File: config.mk
export PLATFORM = sky130hd
export DESIGN_NAME = sseg_scan_capture
export DESIGN_NICKNAME = d
export VERILOG_FILES = /design/src/rtl/sseg_pkg.sv /design/src/rtl/sseg2hex.sv /design/src/rtl/sseg_scan_capture.sv
export SDC_FILE = /design/constraint.sdc
export NUM_CORES = 1
export LEC_CHECK = 0
export CAP_MARGIN = 20
export CORE_MARGIN = 4
export CORE_UTILIZATION = 55
export CTS_CLUSTER_DIAMETER = 60
export DETAILED_ROUTE_END_ITERATION = 8
export PLACE_DENSITY = 0.79
export SLEW_MARGIN = 20
export SYNTH_ARGS = -nofsm -noshare
export SYNTH_HDL_FRONTEND = slang
export SYNTH_HIERARCHICAL = 1
export SYNTH_SLANG_ARGS = --single-unit
File: constraint.sdc
create_clock -name clk -period 5.7 [get_ports clk]
set_input_delay 1.14 -clock clk [delete_from_list [all_inputs] [get_ports clk]]
set_output_delay 1.14 -clock clk [all_outputs]
set_load 0.01 [all_outputs]
File: src/rtl/sseg_pkg.sv
// Shared types and segment encodings for the seven-segment bus monitor.
// Segment patterns are active-low, bit order gfedcba.
package sseg_pkg;

    typedef logic [6:0] sseg_t;

    typedef enum logic [1:0] {
        IDLE,
        TRACK,
        HOLD
    } scan_state_t;

    localparam sseg_t SSEG_0     = 7'b1000000;
    localparam sseg_t SSEG_1     = 7'b1111001;
    localparam sseg_t SSEG_2     = 7'b0100100;
    localparam sseg_t SSEG_3     = 7'b0110000;
    localparam sseg_t SSEG_4     = 7'b0011001;
    localparam sseg_t SSEG_5     = 7'b0010010;
    localparam sseg_t SSEG_6     = 7'b0000010;
    localparam sseg_t SSEG_7     = 7'b1111000;
    localparam sseg_t SSEG_8     = 7'b0000000;
    localparam sseg_t SSEG_9     = 7'b0010000;
    localparam sseg_t SSEG_A     = 7'b0001000;
    localparam sseg_t SSEG_B     = 7'b0000011;
    localparam sseg_t SSEG_C     = 7'b1000110;
    localparam sseg_t SSEG_D     = 7'b0100001;
    localparam sseg_t SSEG_E     = 7'b0000110;
    localparam sseg_t SSEG_F     = 7'b0001110;
    localparam sseg_t SSEG_BLANK = 7'b1111111;

endpackage

File: src/rtl/sseg2hex.sv
// Combinational decoder from an active-low segment pattern to a hex nibble.
// Patterns outside the 16 glyphs and the all-off pattern are flagged illegal.
module sseg2hex
    import sseg_pkg::*;
(
    input  sseg_t      seg,
    output logic [3:0] hex,
    output logic       is_legal,
    output logic       is_blank
);

    always_comb begin
        hex      = 4'h0;
        is_legal = 1'b1;
        is_blank = 1'b0;
        case (seg)
            SSEG_0:     hex = 4'h0;
            SSEG_1:     hex = 4'h1;
            SSEG_2:     hex = 4'h2;
            SSEG_3:     hex = 4'h3;
            SSEG_4:     hex = 4'h4;
            SSEG_5:     hex = 4'h5;
            SSEG_6:     hex = 4'h6;
            SSEG_7:     hex = 4'h7;
            SSEG_8:     hex = 4'h8;
            SSEG_9:     hex = 4'h9;
            SSEG_A:     hex = 4'hA;
            SSEG_B:     hex = 4'hB;
            SSEG_C:     hex = 4'hC;
            SSEG_D:     hex = 4'hD;
            SSEG_E:     hex = 4'hE;
            SSEG_F:     hex = 4'hF;
            SSEG_BLANK: begin
                is_legal = 1'b0;
                is_blank = 1'b1;
            end
            default:    is_legal = 1'b0;
        endcase
    end

endmodule

File: src/rtl/sseg_scan_capture.sv
// Monitor for a scanned seven-segment display: synchronizes anode/segment
// lines, waits for a stable single-digit selection, and captures its value.
//
//   state | meaning
//   IDLE  | zero or several anodes low; nothing to capture
//   TRACK | one anode low, waiting for the inputs to stay stable
//   HOLD  | this selection already captured; wait for the next change
module sseg_scan_capture
    import sseg_pkg::*;
#(
    parameter int NUM_DIGITS    = 4,
    parameter int STABLE_CYCLES = 16
) (
    input  logic                          clk,
    input  logic                          rst,
    input  logic [NUM_DIGITS-1:0]         an_in,
    input  logic [6:0]                    sseg_in,
    input  logic                          clr_err,
    output logic [4*NUM_DIGITS-1:0]       hex_out,
    output logic [NUM_DIGITS-1:0]         digit_valid,
    output logic [NUM_DIGITS-1:0]         digit_blank,
    output logic                          update,
    output logic [$clog2(NUM_DIGITS)-1:0] update_idx,
    output logic                          err_pulse,
    output logic                          err_sticky
);

    localparam int          SW    = NUM_DIGITS + 7;
    localparam int          IDX_W = $clog2(NUM_DIGITS);
    localparam logic [7:0]  STB   = 8'(STABLE_CYCLES);

    logic [SW-1:0]         sync_1, s_q, s_prev;
    logic [NUM_DIGITS-1:0] an_q;
    sseg_t                 seg_q;
    logic                  changed;
    logic [7:0]            cnt;
    logic [3:0]            low_cnt;
    logic [IDX_W-1:0]      low_idx;
    logic                  one_sel;
    scan_state_t           state_q, state_d;
    logic                  capture;
    logic [3:0]            dec_hex;
    logic                  dec_legal, dec_blank, dec_bad;

    assign an_q    = s_q[SW-1:7];
    assign seg_q   = s_q[6:0];
    assign changed = (s_q != s_prev);

    always_ff @(posedge clk or posedge rst) begin
        if (rst) begin
            sync_1 <= '1;
            s_q    <= '1;
            s_prev <= '1;
        end else begin
            sync_1 <= {an_in, sseg_in};
            s_q    <= sync_1;
            s_prev <= s_q;
        end
    end

    always_ff @(posedge clk or posedge rst) begin
        if (rst) begin
            cnt <= '0;
        end else if (changed) begin
            cnt <= 8'd1;
        end else if (cnt < STB) begin
            cnt <= cnt + 8'd1;
        end
    end

    always_comb begin
        low_cnt = '0;
        low_idx = '0;
        for (int i = 0; i < NUM_DIGITS; i++) begin
            if (!an_q[i]) begin
                low_cnt = low_cnt + 4'd1;
                low_idx = IDX_W'(i);
            end
        end
    end

    assign one_sel = (low_cnt == 4'd1);

    always_ff @(posedge clk or posedge rst) begin
        if (rst) begin
            state_q <= IDLE;
        end else begin
            state_q <= state_d;
        end
    end

    // Capture fires on the edge where the counter steps up to STABLE_CYCLES.
    always_comb begin
        state_d = state_q;
        capture = 1'b0;
        if (changed) begin
            state_d = one_sel ? TRACK : IDLE;
        end else begin
            case (state_q)
                TRACK: begin
                    if (cnt == STB - 8'd1) begin
                        capture = 1'b1;
                        state_d = HOLD;
                    end
                end
                default: ;
            endcase
        end
    end

    sseg2hex u_dec (
        .seg      (seg_q),
        .hex      (dec_hex),
        .is_legal (dec_legal),
        .is_blank (dec_blank)
    );

    assign dec_bad = !dec_legal && !dec_blank;

    // Sticky also sees err_pulse so a clear landing on the pulse cycle loses.
    always_ff @(posedge clk or posedge rst) begin
        if (rst) begin
            hex_out     <= '0;
            digit_valid <= '0;
            digit_blank <= '1;
            update      <= 1'b0;
            update_idx  <= '0;
            err_pulse   <= 1'b0;
            err_sticky  <= 1'b0;
        end else begin
            update     <= capture;
            err_pulse  <= capture && dec_bad;
            err_sticky <= (capture && dec_bad) || err_pulse || (err_sticky && !clr_err);
            if (capture) begin
                update_idx           <= low_idx;
                digit_valid[low_idx] <= dec_legal;
                digit_blank[low_idx] <= dec_blank;
                if (dec_legal) begin
                    hex_out[4*low_idx +: 4] <= dec_hex;
                end
            end
        end
    end

endmodule
Word-level counts from Yosys, hierarchy flattened

Cells that the tools add are included.

Memories kept: 0
Register bits after elaboration: 72
ROM bits: 0
Bits in latches: 0
Word-level logic and storage cells: 82
Input port bits: 14
RAM bits: 0

Equality and inequality tests: 20
Add/subtract/negate cells: 5
Reductions and logical operators: 16
$lt $le $gt $ge: 3
Multiplexer cells: 24
Shift-type cells: 2
Bitwise logic cells: 0
$mul: 0
Divide/modulo/power cells: 0

Operator list:

| kind                      | count |
|---|---|
| $pmux W4 S15              | 1 |
| $eq A7 B7 Y1 const B      | 5 |
| $neg A4 Y34               | 1 |
| $shift A4 B34 Y16 const A | 1 |
| $shiftx A4 B34 Y16        | 1 |
| $eq A7 B5 Y1 const B      | 3 |
| $eq A7 B6 Y1 const B      | 3 |
| $bwmux W16                | 1 |
| $mux W8                   | 2 |
| $reduce_or A16 Y1         | 1 |
| $eq A7 B2 Y1 const B      | 2 |
| $eq A7 B4 Y1 const B      | 2 |
| $add A4 B1 Y4 const B     | 3 |
| $mux W4                   | 3 |
| $ne A11 B11 Y1            | 1 |
| $mux W2                   | 5 |
| $mux W1                   | 9 |
| $add A8 B1 Y8 const B     | 1 |
| $bwmux W4                 | 2 |
| $eq A8 B4 Y1 const B      | 1 |
| $lt A8 B5 Y1 const B      | 1 |
| $eq A7 B3 Y1 const B      | 1 |
| $logic_not A7 Y1          | 1 |
| $reduce_bool A2 Y1        | 3 |
| other kinds (9)           | 16 |

Depth between registers and ports, before layout

Depth after elaboration: 10
Mapped depth: 11
Depth with buffers taken out: 9

Cells and area by module

The synthesis kept the hierarchy.

Modules (own cells, without submodules):

| module            | instances | cells an instance | area an instance (µm²) |
|---|---|---|---|
| sseg_scan_capture | 1         | 249               | 3099.2 |
| sseg2hex          | 1         | 59                | 381.6 |

Least setup slack after synthesis

Ideal clock, no wire load.

Path kind: reg-to-reg
Start point: reg s_q[3]
End point: reg hex_out[4]
Library setup time: 0.079 ns
Clock period less this slack: 2.427 ns
Path buffers: 3
Stages on the path, launching flop included: 12
Arrival time: 2.348 ns
Setup slack: 3.273 ns
Path through: dfstp_2 -> buf_4 -> nor4b_1 -> o31ai_4 -> nand4_2 -> or3_1 -> buf_4 -> nand2_1 -> nor4_1 -> and4_1 -> buf_4 -> mux2i_1

Cells in the longest elaborated chain, start to end: 4
Elaborated cells on any way between the ends: 24
Classes of those cells: eq/ne (16); shift (1); mux (4); reduce/logical (3)

RTL lines:

| item                                 | line                     | source |
|---|---|---|
| start, declared                      | sseg_scan_capture.sv:32  | `logic [SW-1:0] sync_1, s_q, s_prev;` |
| start signal, assigned               | sseg_scan_capture.sv:56  | `s_q <= sync_1;` |
| $eq A7 B4 Y1 (tied with other cells) | sseg2hex.sv:16           | `case (seg)` |
| $pmux W4 S15 *                       | sseg2hex.sv:16           |  |
| via dec_hex[3]                       | sseg_scan_capture.sv:42  | `logic [3:0] dec_hex;` |
| $shiftx A4 B34 Y16 *                 | sseg_scan_capture.sv:139 | `hex_out[4*low_idx +: 4] <= dec_hex;` |
| $bwmux W16 *                         | sseg_scan_capture.sv:139 |  |
| end signal, assigned by index        | sseg_scan_capture.sv:139 |  |
| end, declared                        | sseg_scan_capture.sv:19  | `output logic [4*NUM_DIGITS-1:0] hex_out,` |

The timed path passes the listed nets; every way through them passes the cells marked *.
A chain may end at the register's enable or synchronous reset.

Final worst setup path

Start point: reg s_q[0]
End point: reg hex_out[4]

The elaborated chain is that of the path after synthesis.

==> impl_metrics.env <==
export IMPL_netlist_instances=308
export IMPL_relSlewSlack_pct=42.4
export IMPL_cts_max_level=3
export IMPL_wirelength_um=6310
export IMPL_cts_buffers=9
export IMPL_hp_class="register to register"
export IMPL_yosys_area_share_xor_xnor_pct=4.03
export IMPL_ys_dominant_reg_cell="dfstp_2"
export IMPL_row_count=28
export IMPL_cp_required_ns=5.97
export IMPL_period_share_pct=49.1
export IMPL_end_kind="register"
export IMPL_seq_area_frac_synth_pct=53.1
export IMPL_final_common_cell="clkdlybuf4s50_1"
export IMPL_critPathMaxFanout=18
export IMPL_grt_pass1_wl_um=11200
export IMPL_fin_crit_ns=2.80
export IMPL_wl_per_cell_um=14.8
export IMPL_start_util_pct=57.8
export IMPL_gr_total_overflow=0
export IMPL_cpMaxStageDelayCell="dfstp_2"
export IMPL_vdd_drop_max_v=0.000170
export IMPL_postRouteAntennaNets=0
export IMPL_synth_edf_count=0
export IMPL_whs_ns=0.356
export IMPL_async_reset_ff_share_pct=100
export IMPL_dp_hpwl_um=4340
export IMPL_drt_pass1_iterations=4
export IMPL_maxSlewViolCount=0
export IMPL_drive_above_1_share_pct=19.7
export IMPL_run_status="finished, final reports clean"
export IMPL_die_area_um2=7670
export IMPL_syn_to_final_growth_pct=17.8
export IMPL_fillers=463
export IMPL_tns_ns=0
export IMPL_final_nets=371
export IMPL_die_h_um=87.6
export IMPL_max_stage_delay_ns=0.70
export IMPL_fin_worst_skew_ns=0.00856
export IMPL_synth_mux_area_share_pct=8.41
export IMPL_ios=43
export IMPL_cts_resized_gates=0
export IMPL_grt_pass1_vias=2306
export IMPL_rrSetupSlack_ns=2.90
export IMPL_synth_compound_gate_area_share_pct=4.85
export IMPL_cp_arrival_ns=3.07
export IMPL_synth_top_family_by_area="simple AND/OR/NAND/NOR gates"
export IMPL_crit_path_start_kind="register"
export IMPL_antenna_found_initial=0
export IMPL_multi_input_area_um2=1430
export IMPL_drt_iter0_markers=151
export IMPL_synthDistinctLibCells=51
export IMPL_clkSinkCount=72
export IMPL_post_route_drc_count=0
export IMPL_die_x_um=87.6
export IMPL_clockBufferDepth=2
export IMPL_syn_avg_cell_area_um2=11.3
export IMPL_clock_latency_ns=0.34
export IMPL_dr_total_vias=2334
export IMPL_crit_type="register to register"
export IMPL_grt_use_total_pct=18.8
export IMPL_syn_area_um2=3480
export IMPL_antenna_cells=0
export IMPL_cp_cell_sequence="nor4bb_1, o31ai_4, nand4_2, or3_1, nand2_1, nor4_1, and4_1, mux2i_1"
export IMPL_finalHoldViolations=0
export IMPL_ctsHoldBuffers=0
export IMPL_powerDensity_nw_per_um2=243
export IMPL_rsz0062_at_grt="no"
export IMPL_synth_nets=333
export IMPL_maxCapViolations=0
export IMPL_ys_ff_latch=72
export IMPL_yosys_warnings=6
export IMPL_coreArea_um2=6030
export IMPL_grt_max_degree=73
export IMPL_routabilityCongestion=0.791
export IMPL_setup_viol=0
export IMPL_cts_tree="built"
export IMPL_clk_pin_slew_ns=0.07
export IMPL_final_cells=426
export IMPL_portBuffers=42
export IMPL_tightest_slew_ns=0.864
export IMPL_final_cell_mix="clkdlybuf4s50_1, dfstp_2, dfrtp_1"
export IMPL_synthAdderAreaFrac_pct=3.95
export IMPL_viasPerCell=5.48
export IMPL_cts_setup_buffers=0
export IMPL_cts_root_buf="clkbuf_8"
export IMPL_synthSimpleGateAreaFrac_pct=19.6
export IMPL_leakage_nw=1.67
export IMPL_dp_cells=410
export IMPL_seqCellArea_um2=1850
export IMPL_fmax_mhz=357
layout make-up:
cell class	instances	share of cell area, %
multi-input cells	190	34.8
well taps	75	2.29
flip-flops and latches	72	45.1
clock buffers	13	4.12
repair buffers	45	10.8
inverters	28	2.56
clock inverters	3	0.366
report_power, final:
part | switching, mW | internal, mW | total (mW)
sequential | 0.0157 | 0.534 | 0.549
clock | 0.179 | 0.192 | 0.371
combinational | 0.0469 | 0.0293 | 0.0762
critical path, delay by kind of cell (launching register included):
family	cells	cell delay, ns
mux	1	0.23
flops	1	0.70
simple gates	6	1.70
compound gates	1	0.09
synth_stat cells (5+ instances only):
cell	count	share of area [%]
dfstp_2	37	28
dfrtp_1	35	25
inv_1	28	3.0
nand2_1	20	2.2
mux2i_1	18	5.2
nor2_1	15	1.6
xor2_1	14	3.5
nor4_1	12	2.2
ha_1	11	4.0
nand4_1	11	2.0
nand2b_1	9	1.6
nand3_1	9	1.3
mux2_1	8	2.6
buf_2	7	1.0
a21oi_1	6	0.86
buf_4	6	1.3
and2_1	5	0.90
and4_1	5	1.3
final timing paths:
kind / start / endpoint / depth (start not counted)
min reg2reg: sync_1[7] / s_q[7] / 0
max reg2reg: s_q[0] / hex_out[4] / 8
max in group asynchronous: rst / digit_valid[2] / 3
max: s_q[0] / hex_out[4] / 8
min in group asynchronous: rst / cnt[7] / 3
min: sync_1[7] / s_q[7] / 0
logic make-up after synthesis:
family                   after synthesis
AND/OR/NAND/NOR                      112
flip-flops                            72
buffers and inverters                 46
multiplexers                          28
AO/OA/AOI/OAI                         23
XOR/XNOR                              16
adder cells (fa/ha/maj)               11
state kept, by name, summed over array words and instances (netlist names), 2 cells and up:
signal / flops
cnt: 8
s_q: 11
hex_out: 16
state_q: 2
digit_valid: 4
digit_blank: 4
sync_1: 11
s_prev: 11
update_idx: 2
routing by layer:
layer | wire length [um] | vias up | GRT usage [%]
met3 | 310 | 10 | 3.48
li1 | - | 1140 | -
met1 | 2910 | 1125 | 26.2
met5 | 0 | - | 0
met4 | 132 | 0 | 8.93
met2 | 2950 | 59 | 28.4
metrics by stage:
stage | total power [mW] | area (um^2) | util [%] | setup WS (ns)
after floorplan | 0.611 | 3480 | - | 2.80
after global placement | 0.631 | 3910 | 64.9 | 2.99
after detailed placement | 0.634 | 3910 | 64.9 | 2.90
after CTS | 1.01 | 4090 | 67.9 | 2.88
after global routing | 1.05 | 4100 | 68.0 | 2.60
final | 0.996 | 4100 | 68.0 | 2.90
Power figures use the tool's default switching activity.
